`config.mk`:
```
export PLATFORM = sky130hd
export DESIGN_NAME = unidade_mul_div_flat
export DESIGN_NICKNAME = d
export VERILOG_FILES = /design/src/rtl/unidade_mul_div_pkg.sv /design/src/rtl/unidade_mul_div_if.sv /design/src/rtl/unidade_mul_div_passo.sv /design/src/rtl/unidade_mul_div.sv /design/src/flat_wrapper.sv
export SDC_FILE = /design/constraint.sdc
export NUM_CORES = 1
export LEC_CHECK = 0
export BUFFER_PORTS_ARGS = -buffer_cell sky130_fd_sc_hd__buf_4
export CORE_ASPECT_RATIO = 2
export CORE_UTILIZATION = 55
export CTS_CLUSTER_SIZE = 10
export DETAILED_ROUTE_END_ITERATION = 6
export PLACE_DENSITY_LB_ADDON = 0.2
export SKIP_CTS_REPAIR_TIMING = 1
export SYNTH_ARGS = -nofsm -noshare
export SYNTH_HDL_FRONTEND = slang
export SYNTH_HIERARCHICAL = 1
export SYNTH_SLANG_ARGS = --single-unit
```
`constraint.sdc`:
```
create_clock -name clk_i -period 7.7 [get_ports clk_i]
set_clock_uncertainty 0.2 [all_clocks]
set_input_delay 1.54 -clock clk_i [delete_from_list [all_inputs] [get_ports clk_i]]
set_output_delay 1.54 -clock clk_i [all_outputs]
set_load 0.005 [all_outputs]
```
`src/rtl/unidade_mul_div_pkg.sv`:
```
// Shared types and constants for the multiply/divide unit.
package unidade_mul_div_pkg;

  localparam int unsigned LARGURA = 32;
  localparam int unsigned CONT_W  = $clog2(LARGURA);

  typedef enum logic [1:0] {
    OP_MULT  = 2'b00,
    OP_MULTU = 2'b01,
    OP_DIV   = 2'b10,
    OP_DIVU  = 2'b11
  } operacao_e;

  typedef enum logic [1:0] {
    OCIOSO = 2'b00,
    CALC   = 2'b01,
    AJUSTE = 2'b10,
    FIM    = 2'b11
  } estado_e;

  // Absolute value for signed operations; unsigned operands pass through.
  function automatic logic [LARGURA-1:0] magnitude(input logic [LARGURA-1:0] v,
                                                   input logic com_sinal);
    return (com_sinal && v[LARGURA-1]) ? (~v + 1'b1) : v;
  endfunction

endpackage

```
`src/rtl/unidade_mul_div_if.sv`:
```
// Operand/result bundle between the execute stage and the multiply/divide unit.
interface unidade_mul_div_if;
  import unidade_mul_div_pkg::*;

  logic               inicio;
  logic [1:0]         operacao;
  logic [LARGURA-1:0] opA;
  logic [LARGURA-1:0] opB;
  logic [4:0]         destinoIn;
  logic               ocupado;
  logic               pronto;
  logic               escritaReg;
  logic [4:0]         destinoOut;
  logic [LARGURA-1:0] resultado;
  logic [LARGURA-1:0] hi;
  logic               divZero;

  modport slave (
    input  inicio, operacao, opA, opB, destinoIn,
    output ocupado, pronto, escritaReg, destinoOut, resultado, hi, divZero
  );

  modport master (
    output inicio, operacao, opA, opB, destinoIn,
    input  ocupado, pronto, escritaReg, destinoOut, resultado, hi, divZero
  );
endinterface

```
`src/rtl/unidade_mul_div_passo.sv`:
```
// One radix-2 iteration: shift-add multiply or restoring shift-subtract divide.
// Accumulator layout: upper half = partial product / remainder,
// lower half = remaining multiplier bits / dividend bits becoming quotient bits.
module passo_mul_div
  import unidade_mul_div_pkg::*;
(
  input  logic [2*LARGURA-1:0] acumulador_i,
  input  logic [LARGURA-1:0]   operando_i,
  input  logic                 modo_div_i,
  output logic [2*LARGURA-1:0] acumulador_o
);

  logic [LARGURA:0] soma;
  logic [LARGURA:0] resto_desloc;
  logic [LARGURA:0] tentativa;
  logic             bit_quoc;

  // Single combinational step; the carry of the add is kept by shifting right.
  always_comb begin
    soma         = '0;
    resto_desloc = '0;
    tentativa    = '0;
    bit_quoc     = 1'b0;
    acumulador_o = acumulador_i;
    if (modo_div_i) begin
      resto_desloc = acumulador_i[2*LARGURA-1:LARGURA-1];
      tentativa    = resto_desloc - {1'b0, operando_i};
      bit_quoc     = (resto_desloc >= {1'b0, operando_i});
      acumulador_o = {(bit_quoc ? tentativa[LARGURA-1:0] : resto_desloc[LARGURA-1:0]),
                      acumulador_i[LARGURA-2:0], bit_quoc};
    end else begin
      soma = {1'b0, acumulador_i[2*LARGURA-1:LARGURA]};
      if (acumulador_i[0]) begin
        soma = soma + {1'b0, operando_i};
      end
      acumulador_o = {soma, acumulador_i[LARGURA-1:1]};
    end
  end

endmodule

```
`src/rtl/unidade_mul_div.sv`:
```
// Multi-cycle MULT/MULTU/DIV/DIVU unit with internal HI/LO.
// Works on magnitudes for 32 cycles, then fixes signs and publishes the result
// for exactly one FIM cycle, during which the register file writes LO.
//
// state  | meaning
// OCIOSO | idle, accepts inicio
// CALC   | one radix-2 iteration per cycle, LARGURA cycles
// AJUSTE | sign fixup, load resultado/hi/destinoOut/divZero
// FIM    | pronto pulse, outputs stable
module unidade_mul_div
  import unidade_mul_div_pkg::*;
(
  input  logic             clk_i,
  input  logic             reset_i,
  unidade_mul_div_if.slave bus
);

  estado_e              estado_q, estado_d;
  operacao_e            op_q, op_d;
  logic [CONT_W-1:0]    cont_q, cont_d;
  logic [4:0]           dest_q, dest_d;
  logic [4:0]           dest_out_q, dest_out_d;
  logic [LARGURA-1:0]   opa_q, opa_d;
  logic [LARGURA-1:0]   opb_q, opb_d;
  logic                 sinal_a_q, sinal_a_d;
  logic                 sinal_b_q, sinal_b_d;
  logic [2*LARGURA-1:0] acc_q, acc_d;
  logic [LARGURA-1:0]   resultado_q, resultado_d;
  logic [LARGURA-1:0]   hi_q, hi_d;
  logic                 divzero_q, divzero_d;

  logic                 modo_div;
  logic                 com_sinal_in;
  logic [LARGURA-1:0]   mag_a, mag_b;
  logic [2*LARGURA-1:0] acc_passo;
  logic [2*LARGURA-1:0] produto_aj;
  logic [LARGURA-1:0]   quoc_aj, resto_aj;
  logic                 sinais_dif;
  logic                 pronto;

  assign modo_div     = op_q[1];
  assign com_sinal_in = ~bus.operacao[0];
  assign mag_a        = magnitude(bus.opA, com_sinal_in);
  assign mag_b        = magnitude(bus.opB, com_sinal_in);
  assign sinais_dif   = sinal_a_q ^ sinal_b_q;

  passo_mul_div u_passo (
    .acumulador_i (acc_q),
    .operando_i   (modo_div ? opb_q : opa_q),
    .modo_div_i   (modo_div),
    .acumulador_o (acc_passo)
  );

  // Sign fixup; restoring division by zero already yields all-ones quotient
  // and |opA| remainder, the quotient is forced so its sign is never flipped.
  always_comb begin
    produto_aj = sinais_dif ? (~acc_q + 1'b1) : acc_q;
    quoc_aj    = sinais_dif ? (~acc_q[LARGURA-1:0] + 1'b1) : acc_q[LARGURA-1:0];
    resto_aj   = sinal_a_q ? (~acc_q[2*LARGURA-1:LARGURA] + 1'b1)
                           : acc_q[2*LARGURA-1:LARGURA];
    if (opb_q == '0) begin
      quoc_aj = '1;
    end
  end

  // Next-state and datapath update for the sequencer.
  always_comb begin
    estado_d    = estado_q;
    op_d        = op_q;
    cont_d      = cont_q;
    dest_d      = dest_q;
    dest_out_d  = dest_out_q;
    opa_d       = opa_q;
    opb_d       = opb_q;
    sinal_a_d   = sinal_a_q;
    sinal_b_d   = sinal_b_q;
    acc_d       = acc_q;
    resultado_d = resultado_q;
    hi_d        = hi_q;
    divzero_d   = divzero_q;
    pronto      = 1'b0;
    case (estado_q)
      OCIOSO: begin
        if (bus.inicio) begin
          op_d      = operacao_e'(bus.operacao);
          dest_d    = bus.destinoIn;
          opa_d     = mag_a;
          opb_d     = mag_b;
          sinal_a_d = com_sinal_in & bus.opA[LARGURA-1];
          sinal_b_d = com_sinal_in & bus.opB[LARGURA-1];
          cont_d    = '0;
          acc_d     = {{LARGURA{1'b0}}, (bus.operacao[1] ? mag_a : mag_b)};
          estado_d  = CALC;
        end
      end
      CALC: begin
        acc_d  = acc_passo;
        cont_d = cont_q + 1'b1;
        if (cont_q == CONT_W'(LARGURA - 1)) begin
          estado_d = AJUSTE;
        end
      end
      AJUSTE: begin
        dest_out_d = dest_q;
        if (modo_div) begin
          resultado_d = quoc_aj;
          hi_d        = resto_aj;
          divzero_d   = (opb_q == '0);
        end else begin
          resultado_d = produto_aj[LARGURA-1:0];
          hi_d        = produto_aj[2*LARGURA-1:LARGURA];
          divzero_d   = 1'b0;
        end
        estado_d = FIM;
      end
      FIM: begin
        pronto   = 1'b1;
        estado_d = OCIOSO;
      end
      default: estado_d = OCIOSO;
    endcase
  end

  // State and datapath registers with synchronous reset.
  always_ff @(posedge clk_i) begin
    if (reset_i) begin
      estado_q    <= OCIOSO;
      op_q        <= OP_MULT;
      cont_q      <= '0;
      dest_q      <= '0;
      dest_out_q  <= '0;
      opa_q       <= '0;
      opb_q       <= '0;
      sinal_a_q   <= 1'b0;
      sinal_b_q   <= 1'b0;
      acc_q       <= '0;
      resultado_q <= '0;
      hi_q        <= '0;
      divzero_q   <= 1'b0;
    end else begin
      estado_q    <= estado_d;
      op_q        <= op_d;
      cont_q      <= cont_d;
      dest_q      <= dest_d;
      dest_out_q  <= dest_out_d;
      opa_q       <= opa_d;
      opb_q       <= opb_d;
      sinal_a_q   <= sinal_a_d;
      sinal_b_q   <= sinal_b_d;
      acc_q       <= acc_d;
      resultado_q <= resultado_d;
      hi_q        <= hi_d;
      divzero_q   <= divzero_d;
    end
  end

  assign bus.ocupado    = (estado_q != OCIOSO);
  assign bus.pronto     = pronto;
  assign bus.escritaReg = pronto && (dest_out_q != 5'd0);
  assign bus.destinoOut = dest_out_q;
  assign bus.resultado  = resultado_q;
  assign bus.hi         = hi_q;
  assign bus.divZero    = divzero_q;

endmodule

```
`src/flat_wrapper.sv`:
```
// flat-port wrapper written by rule: the top's interface ports become plain ports
module unidade_mul_div_flat import unidade_mul_div_pkg::*;
  (clk_i, reset_i, bus_inicio, bus_operacao, bus_opA, bus_opB, bus_destinoIn, bus_ocupado, bus_pronto, bus_escritaReg, bus_destinoOut, bus_resultado, bus_hi, bus_divZero);
  unidade_mul_div_if bus_i ();
  input  logic clk_i;
  input  logic reset_i;
  input wire logic [$bits(bus_i.inicio)-1:0] bus_inicio;
  input wire logic [$bits(bus_i.operacao)-1:0] bus_operacao;
  input wire logic [$bits(bus_i.opA)-1:0] bus_opA;
  input wire logic [$bits(bus_i.opB)-1:0] bus_opB;
  input wire logic [$bits(bus_i.destinoIn)-1:0] bus_destinoIn;
  output wire logic [$bits(bus_i.ocupado)-1:0] bus_ocupado;
  output wire logic [$bits(bus_i.pronto)-1:0] bus_pronto;
  output wire logic [$bits(bus_i.escritaReg)-1:0] bus_escritaReg;
  output wire logic [$bits(bus_i.destinoOut)-1:0] bus_destinoOut;
  output wire logic [$bits(bus_i.resultado)-1:0] bus_resultado;
  output wire logic [$bits(bus_i.hi)-1:0] bus_hi;
  output wire logic [$bits(bus_i.divZero)-1:0] bus_divZero;
  assign bus_i.inicio = bus_inicio;
  assign bus_i.operacao = bus_operacao;
  assign bus_i.opA = bus_opA;
  assign bus_i.opB = bus_opB;
  assign bus_i.destinoIn = bus_destinoIn;
  assign bus_ocupado = bus_i.ocupado;
  assign bus_pronto = bus_i.pronto;
  assign bus_escritaReg = bus_i.escritaReg;
  assign bus_destinoOut = bus_i.destinoOut;
  assign bus_resultado = bus_i.resultado;
  assign bus_hi = bus_i.hi;
  assign bus_divZero = bus_i.divZero;
  unidade_mul_div u_core (.clk_i(clk_i), .reset_i(reset_i), .bus(bus_i));
endmodule
```
* Yosys cells after proc, flatten, opt, wreduce, memory -nomap -nowiden *
Index checks and enable logic that the tools add are counted.

word-level totals
  logic and storage cells = 70
  flip-flop bits (word level) = 214
  output and inout bits = 73

cells by class
  bitwise logic cells = 9
  reduce and logical (&&, ||, !) cells = 11
  magnitude comparators = 1
  $add $sub $neg = 8
  equality and inequality tests = 6
  mux-type cells = 22

operator list
  operator                                        count
  2-to-1 mux 32 bit                               10
  2-to-1 mux 64 bit                               3
  adder 32 x 1 -> 32 bit (second input constant)  4
  inverter 32 bit                                 4
  one-hot mux 64 bit (2 select lines)             1
  adder 64 x 1 -> 64 bit (second input constant)  1
  inverter 64 bit                                 1
  adder 32 x 32 -> 33 bit                         1
  >= comparator 33 x 32 -> 1 bit                  1
  2-to-1 mux 33 bit                               1
  logical NOT 32 bit                              1
  subtractor 32 bit                               1
  one-hot mux 5 bit (2 select lines)              1
  one-hot mux 2 bit (4 select lines)              1
  AND reduction 2 bit                             3
  adder 5 x 1 -> 5 bit (second input constant)    1
  equality test 5 bit (second input constant)     1
  2-to-1 mux 5 bit                                1
  nonzero test 5 bit                              1
  equality test 2 bit (second input constant)     2
  2-to-1 mux 2 bit                                2
  nonzero test 2 bit                              2
  logical AND 1 bit                               3
  AND 1 bit                                       2
  other kinds (7)                                 8

* Logic depth before layout (Yosys ltp) *
  depth after elaboration = 6
  gate-level depth with buffers = 21

* By module *
Netlist, hierarchy kept.

by module, submodules not included
  module           seq. area each (um2)  instances  area each (um2)  cells each
  unidade_mul_div  4264.1                1          11940.2          1465
  passo_mul_div    0.0                   1          4898.4           713

* Least setup slack after synthesis *
Ideal clock, no wire load.

  kind = register -> register
  start = register u_core.op_q[1]
  end = register u_core.acc_q[37]
  stages on the path, launching flop included = 20
  required time = 7.372 ns
  slack = 3.187 ns
  arrival = 4.186 ns
  path through = dfxtp_1 -> clkbuf_1 -> clkbuf_1 -> clkbuf_1 -> buf_1 -> mux2_2 -> inv_1 -> ha_1 -> buf_2 -> a21oi_2 -> o21ai_1 -> o31a_1 -> or4_1 -> a21oi_2 -> nor2_4 -> buf_2 -> o211ai_1 -> o21ai_0 -> a22oi_1 -> nor2_1

between the ends
  cells in the longest elaborated chain, start to end = 5
  elaborated cells between the ends (all ways) = 8
  those cells by class = 2 x add/sub; 1 x order compare; 5 x mux

ends and longest elaborated chain
  item                                                           RTL line                                                  RTL
  start: declaration                                             unidade_mul_div.sv:19                                     operacao_e op_q, op_d;
  start signal: assignment                                       unidade_mul_div.sv:142                                    op_q <= op_d;
  2-to-1 mux 32 bit                                              unidade_mul_div.sv:49                                     .operando_i (modo_div ? opb_q : opa_q),
  adder 32 x 32 -> 33 bit (tied with other cells)                unidade_mul_div_passo.sv:34                               soma = soma + {1'b0, operando_i};
  2-to-1 mux 33 bit / 2-to-1 mux 32 bit (equally long branches)  unidade_mul_div_passo.sv:33, unidade_mul_div_passo.sv:29
  2-to-1 mux 64 bit *                                            unidade_mul_div_passo.sv:25                               if (modo_div_i) begin
  via u_core.acc_passo[37]                                       unidade_mul_div.sv:35                                     logic [2*LARGURA-1:0] acc_passo;
  one-hot mux 64 bit (2 select lines) *                          unidade_mul_div.sv:82                                     case (estado_q)
  end signal: assignment                                         unidade_mul_div.sv:136                                    acc_q <= '0;
  end signal: assignment                                         unidade_mul_div.sv:150                                    acc_q <= acc_d;
  end: declaration                                               unidade_mul_div.sv:27                                     logic [2*LARGURA-1:0] acc_q, acc_d;

Mark *: on every way through the listed nets, which the timed path passes. The rest lies on a longest branch.
A chain may end at the register's enable or synchronous reset.

* Final worst setup path *
  start = register u_core.op_q[1]
  end = register u_core.acc_q[59]

The elaborated chain is that of the path after synthesis.

==> results by stage <==
Outcome:
- The flow ran to the end, but the final reports show violations.
- The final reports fail on design-rule violations.

Logic synthesis:
- The dominant cell type by area after synthesis is dfxtp_1.
- Ranked by total cell area, the synthesized netlist is headed by dfxtp_1, nor2_1, ha_1.
- The synthesized net count is 2,328.
- The average instance in the mapped netlist occupies 7.73 um2.
- In the synthesized netlist the dominant register cell turns out to be dfxtp_1.
- The fraction of synthesized cell area taken by the top area cell type is 25.3%.
- The post-synth design cell area is 16,800 um2.
- Counting flops with a built-in enable in the synthesized netlist gives 0.
- Of all flip-flops after synthesis, the portion carrying an async set or reset was 0%.
- The number of register bits inferred by synthesis is 213.
- Yosys printed 6 warnings.
- Synthesis produced 2,178 cells.
- After synthesis, flip-flops and latches occupy 25.3% of the total area.
- The number of different library cells used by synthesis comes to 102.

Worst setup path:
- The critical path launch point is u_core/op_q[1]$_SDFFE_PP0P_.
- The family of cells with the greatest summed delay on the critical path is compound AO/OA/AOI/OAI gates.
- The buffers plus inverters on the worst setup path is 2.
- The worst register-to-register path begins at u_core/op_q[1]$_SDFFE_PP0P_.
- The startpoint type of the worst setup path is a register.
- Walking the worst path, the cells encountered are buf_4 > mux2_2 > inv_1 > ha_1 > nand2_1 > nor2_1 > a221o_1 > a31o_2 > nand2_1 > o21ai_0 > xor2_1 > a21oi_1 > a211oi_1 > a22oi_1 > nor2_1.
- At the worst endpoint, the required time is 7990 ps.
- On the worst path, the slowest cell contributes a delay of 850 ps.
- STA classifies the critical path endpoint as a register.
- Of all nets on the critical path, the largest fanout is 61.
- STA puts the critical path data arrival time at 5960 ps.
- The critical path in this run is classified as reg -> reg.
- The cell at the slowest stage of the critical path is dfxtp_4.

Floorplan:
- The floorplan die area is 31,400 um2.
- The initial utilization of the core area, before any placement, comes to 55.8%.
- The die is 249 um tall.
- The placeable core area is 30,200 um2.
- During I/O placement, the number of pins put on the boundary was 147.
- The horizontal die dimension is 126 um.
- The number of rows created at floorplan is 90.

Place:
- The half-perimeter wire length after detailed placement is 52,300 um.
- The pre-CTS setup slack is 2300 ps.
- Port buffering added 146 buffers.
- The routability congestion estimate from global placement is 1.07.
- The post-detailed-placement cell area is 18,000 um2.

STA:
- The slew of the pin with the lowest slew margin is 1220 ps.
- The part of the cycle the worst path needs is 73.7%.
- The summed negative setup slack over all endpoints is 0 ps.
- The relative slew slack is 17.7%.
- The final critical path time including I/O delays and setup is 5670 ps.
- Setup repair after global routing left no endpoint under its margin.
- The highest clock frequency the design can meet is 0.176 GHz.
- The final count of hold timing violations is 0.
- The total count of max-transition violations in the final report came to 0.
- Once routing completed, OpenROAD measured the worst setup slack at 2030 ps.
- Setup violations remaining at the end of the flow were counted as 0.

Min path:
- In this run the most critical hold path is launched from u_core/dest_q[4]$_SDFFE_PP0P_.
- The classification of the worst-slack hold path is reg -> reg.

Clock network:
- CTS built an H-tree with a depth of 1.
- The number of clock sinks seen by CTS is 213.
- TritonCTS built the clock tree.
- The clock latency at the later pin of the worst-skew pair is 560 ps.
- Counting along the longest clock path gives a buffer depth of 3.
- The post-CTS clock slew at the launch and capture registers of the worst setup and hold paths is 60 ps.
- The clock root buffer is clkbuf_16.
- The number of CTS-inserted buffers is 25.

Finish:
- The final layout contains 2,376 nets.
- After routing the design area is 18,600 um2.
- The number of antenna repair diodes is 0.
- The ratio of cells with drive above 1 in the final layout is 13.9%.
- The area overhead of the layout relative to synthesis is 10.7%.

Drt:
- The number of design-rule violations left by the first detailed-router iteration is 1,764.
- The DRC violation count after routing is 12.
- The count of nets left with antenna violations once routing finished came out at 0.
- The number of vias after detailed routing is 18,146.
- Dividing the detail-routed via count by the number of cells gives 6.98.
- The routed wire length is 71,500 um.
- Before antenna repair, the detailed router went through 7 iterations.
- The routed length per placed instance is 27.5 um.

Power and ir drop:
- The leakage power total is 7.21 nW.
- The maximum ir drop on the vdd rail is 0.000544 V.
- The total power consumption of the routed design is 6.88 mW.
- In this run the power density over the cells is 369 nW/um2.

GRT:
- The via count of the first global-routing pass is 17,950.
- For met1 alone, demand over resource in global routing was 42.4%.
- After global routing the overflow that remains totals 0.
- The fraction of met3 tracks used by global routing is 11.0%.
- After global routing, the most crowded layer is met2.
- In the global route stage, met2 resource usage came out at 77.5%.
- The initial antenna violation count is 5.
- The wire length of the first global-routing pass is 107,000 um.
- Entering global routing, the biggest net connects 99 pins.
- Across every metal layer, demand over resource in global routing totals 45.0%.

Flow run:
- Across the run, the number of max-cap violations was 0.
-- metal layers --
metal | vias to the layer above | part of all wire, %
met2 | 978 | 48
li1 | 8149 | -
met4 | 8 | 12
met1 | 8602 | 32
met3 | 409 | 7.6
met5 | - | 0.071
-- cell families after synthesis --
family          Yosys count  synth area share, %
compound gates          632                 25.9
xor+xnor                159                 8.31
fa+ha+maj                76                 5.74
buf+inv                 225                 5.77
flops                   213                 25.3
mux                     101                 6.49
simple gates            772                 22.5
-- state kept, by name (all words and copies together), names as in the netlist, 2 cells and up --
signal and flops:
u_core/dest_q 5, u_core/opa_q 32, u_core/acc_q 64, u_core/cont_q 5, u_core/opb_q 32, u_core/bus.destinoOut 5
u_core/bus.hi 32, u_core/estado_q 2, u_core/bus.resultado 32
-- final timing paths --
kind / to / slack, ps / cells past startpoint
hold / removal: u_core/dest_q[4]$_SDFFE_PP0P_ / 260 / 2
setup reg to reg: u_core/acc_q[59]$_SDFFE_PP0P_ / 2030 / 15
hold reg to reg: u_core/dest_q[4]$_SDFFE_PP0P_ / 260 / 2
setup / recovery: u_core/acc_q[59]$_SDFFE_PP0P_ / 2030 / 15
-- synth_stat cells (all sizes together) (24+ instances only) --
master	number
a22oi	57
xnor2	100
nand3	36
buf	24
or4	29
xor2	59
clkbuf	123
mux2i	36
a211oi	110
mux2	65
a21oi	149
nand4	27
o31ai	25
dfxtp	213
nand2	143
nor2	296
nor3	70
nor4	45
ha	74
inv	74
o21ai	93
-- cells in the final DEF, fill, tap and decap left out, types with 70 or more instances in the layout --
cell type and instances:
nor2_1 294, dfxtp_1 212, buf_4 170, a21oi_1 146
nand2_1 143, a211oi_1 106, xnor2_1 99, inv_1 74
o21ai_0 74, ha_1 73, nor3_1 70
-- where the power goes --
part / internal (mW) / switching, mW / total (mW)
Clock: 0.590 / 0.476 / 1.07
Combinational: 1.44 / 2.57 / 4.00
Sequential: 1.41 / 0.401 / 1.81
Total: 3.43 / 3.44 / 6.88
-- final cells by class --
class	instances	area, um2
clock buffer	29	651
clock inverter	2	25.0
fill	2837	11500
inverter	75	282
multi-input combinational	1740	11700
sequential	213	4270
tap	368	460
timing repair buffer	171	1290
-- tightest hold or removal path, delay by kind of cell (launching register included) --
family / cells / cell delay (ps)
AO/OA/AOI/OAI: 1 / 50
flip-flops: 1 / 310
AND/OR/NAND/NOR: 1 / 50
-- through the flow --
step                util [%]  hold slack [ps]  instances
global placement        59.5              242       2567
floorplan                  -              234       2178
CTS                     61.7              257       2598
detailed placement      59.5              249       2567
global route            61.7              283       2598
finish                  61.7              257       2598
No activity file was read; power rests on OpenSTA's default activity.
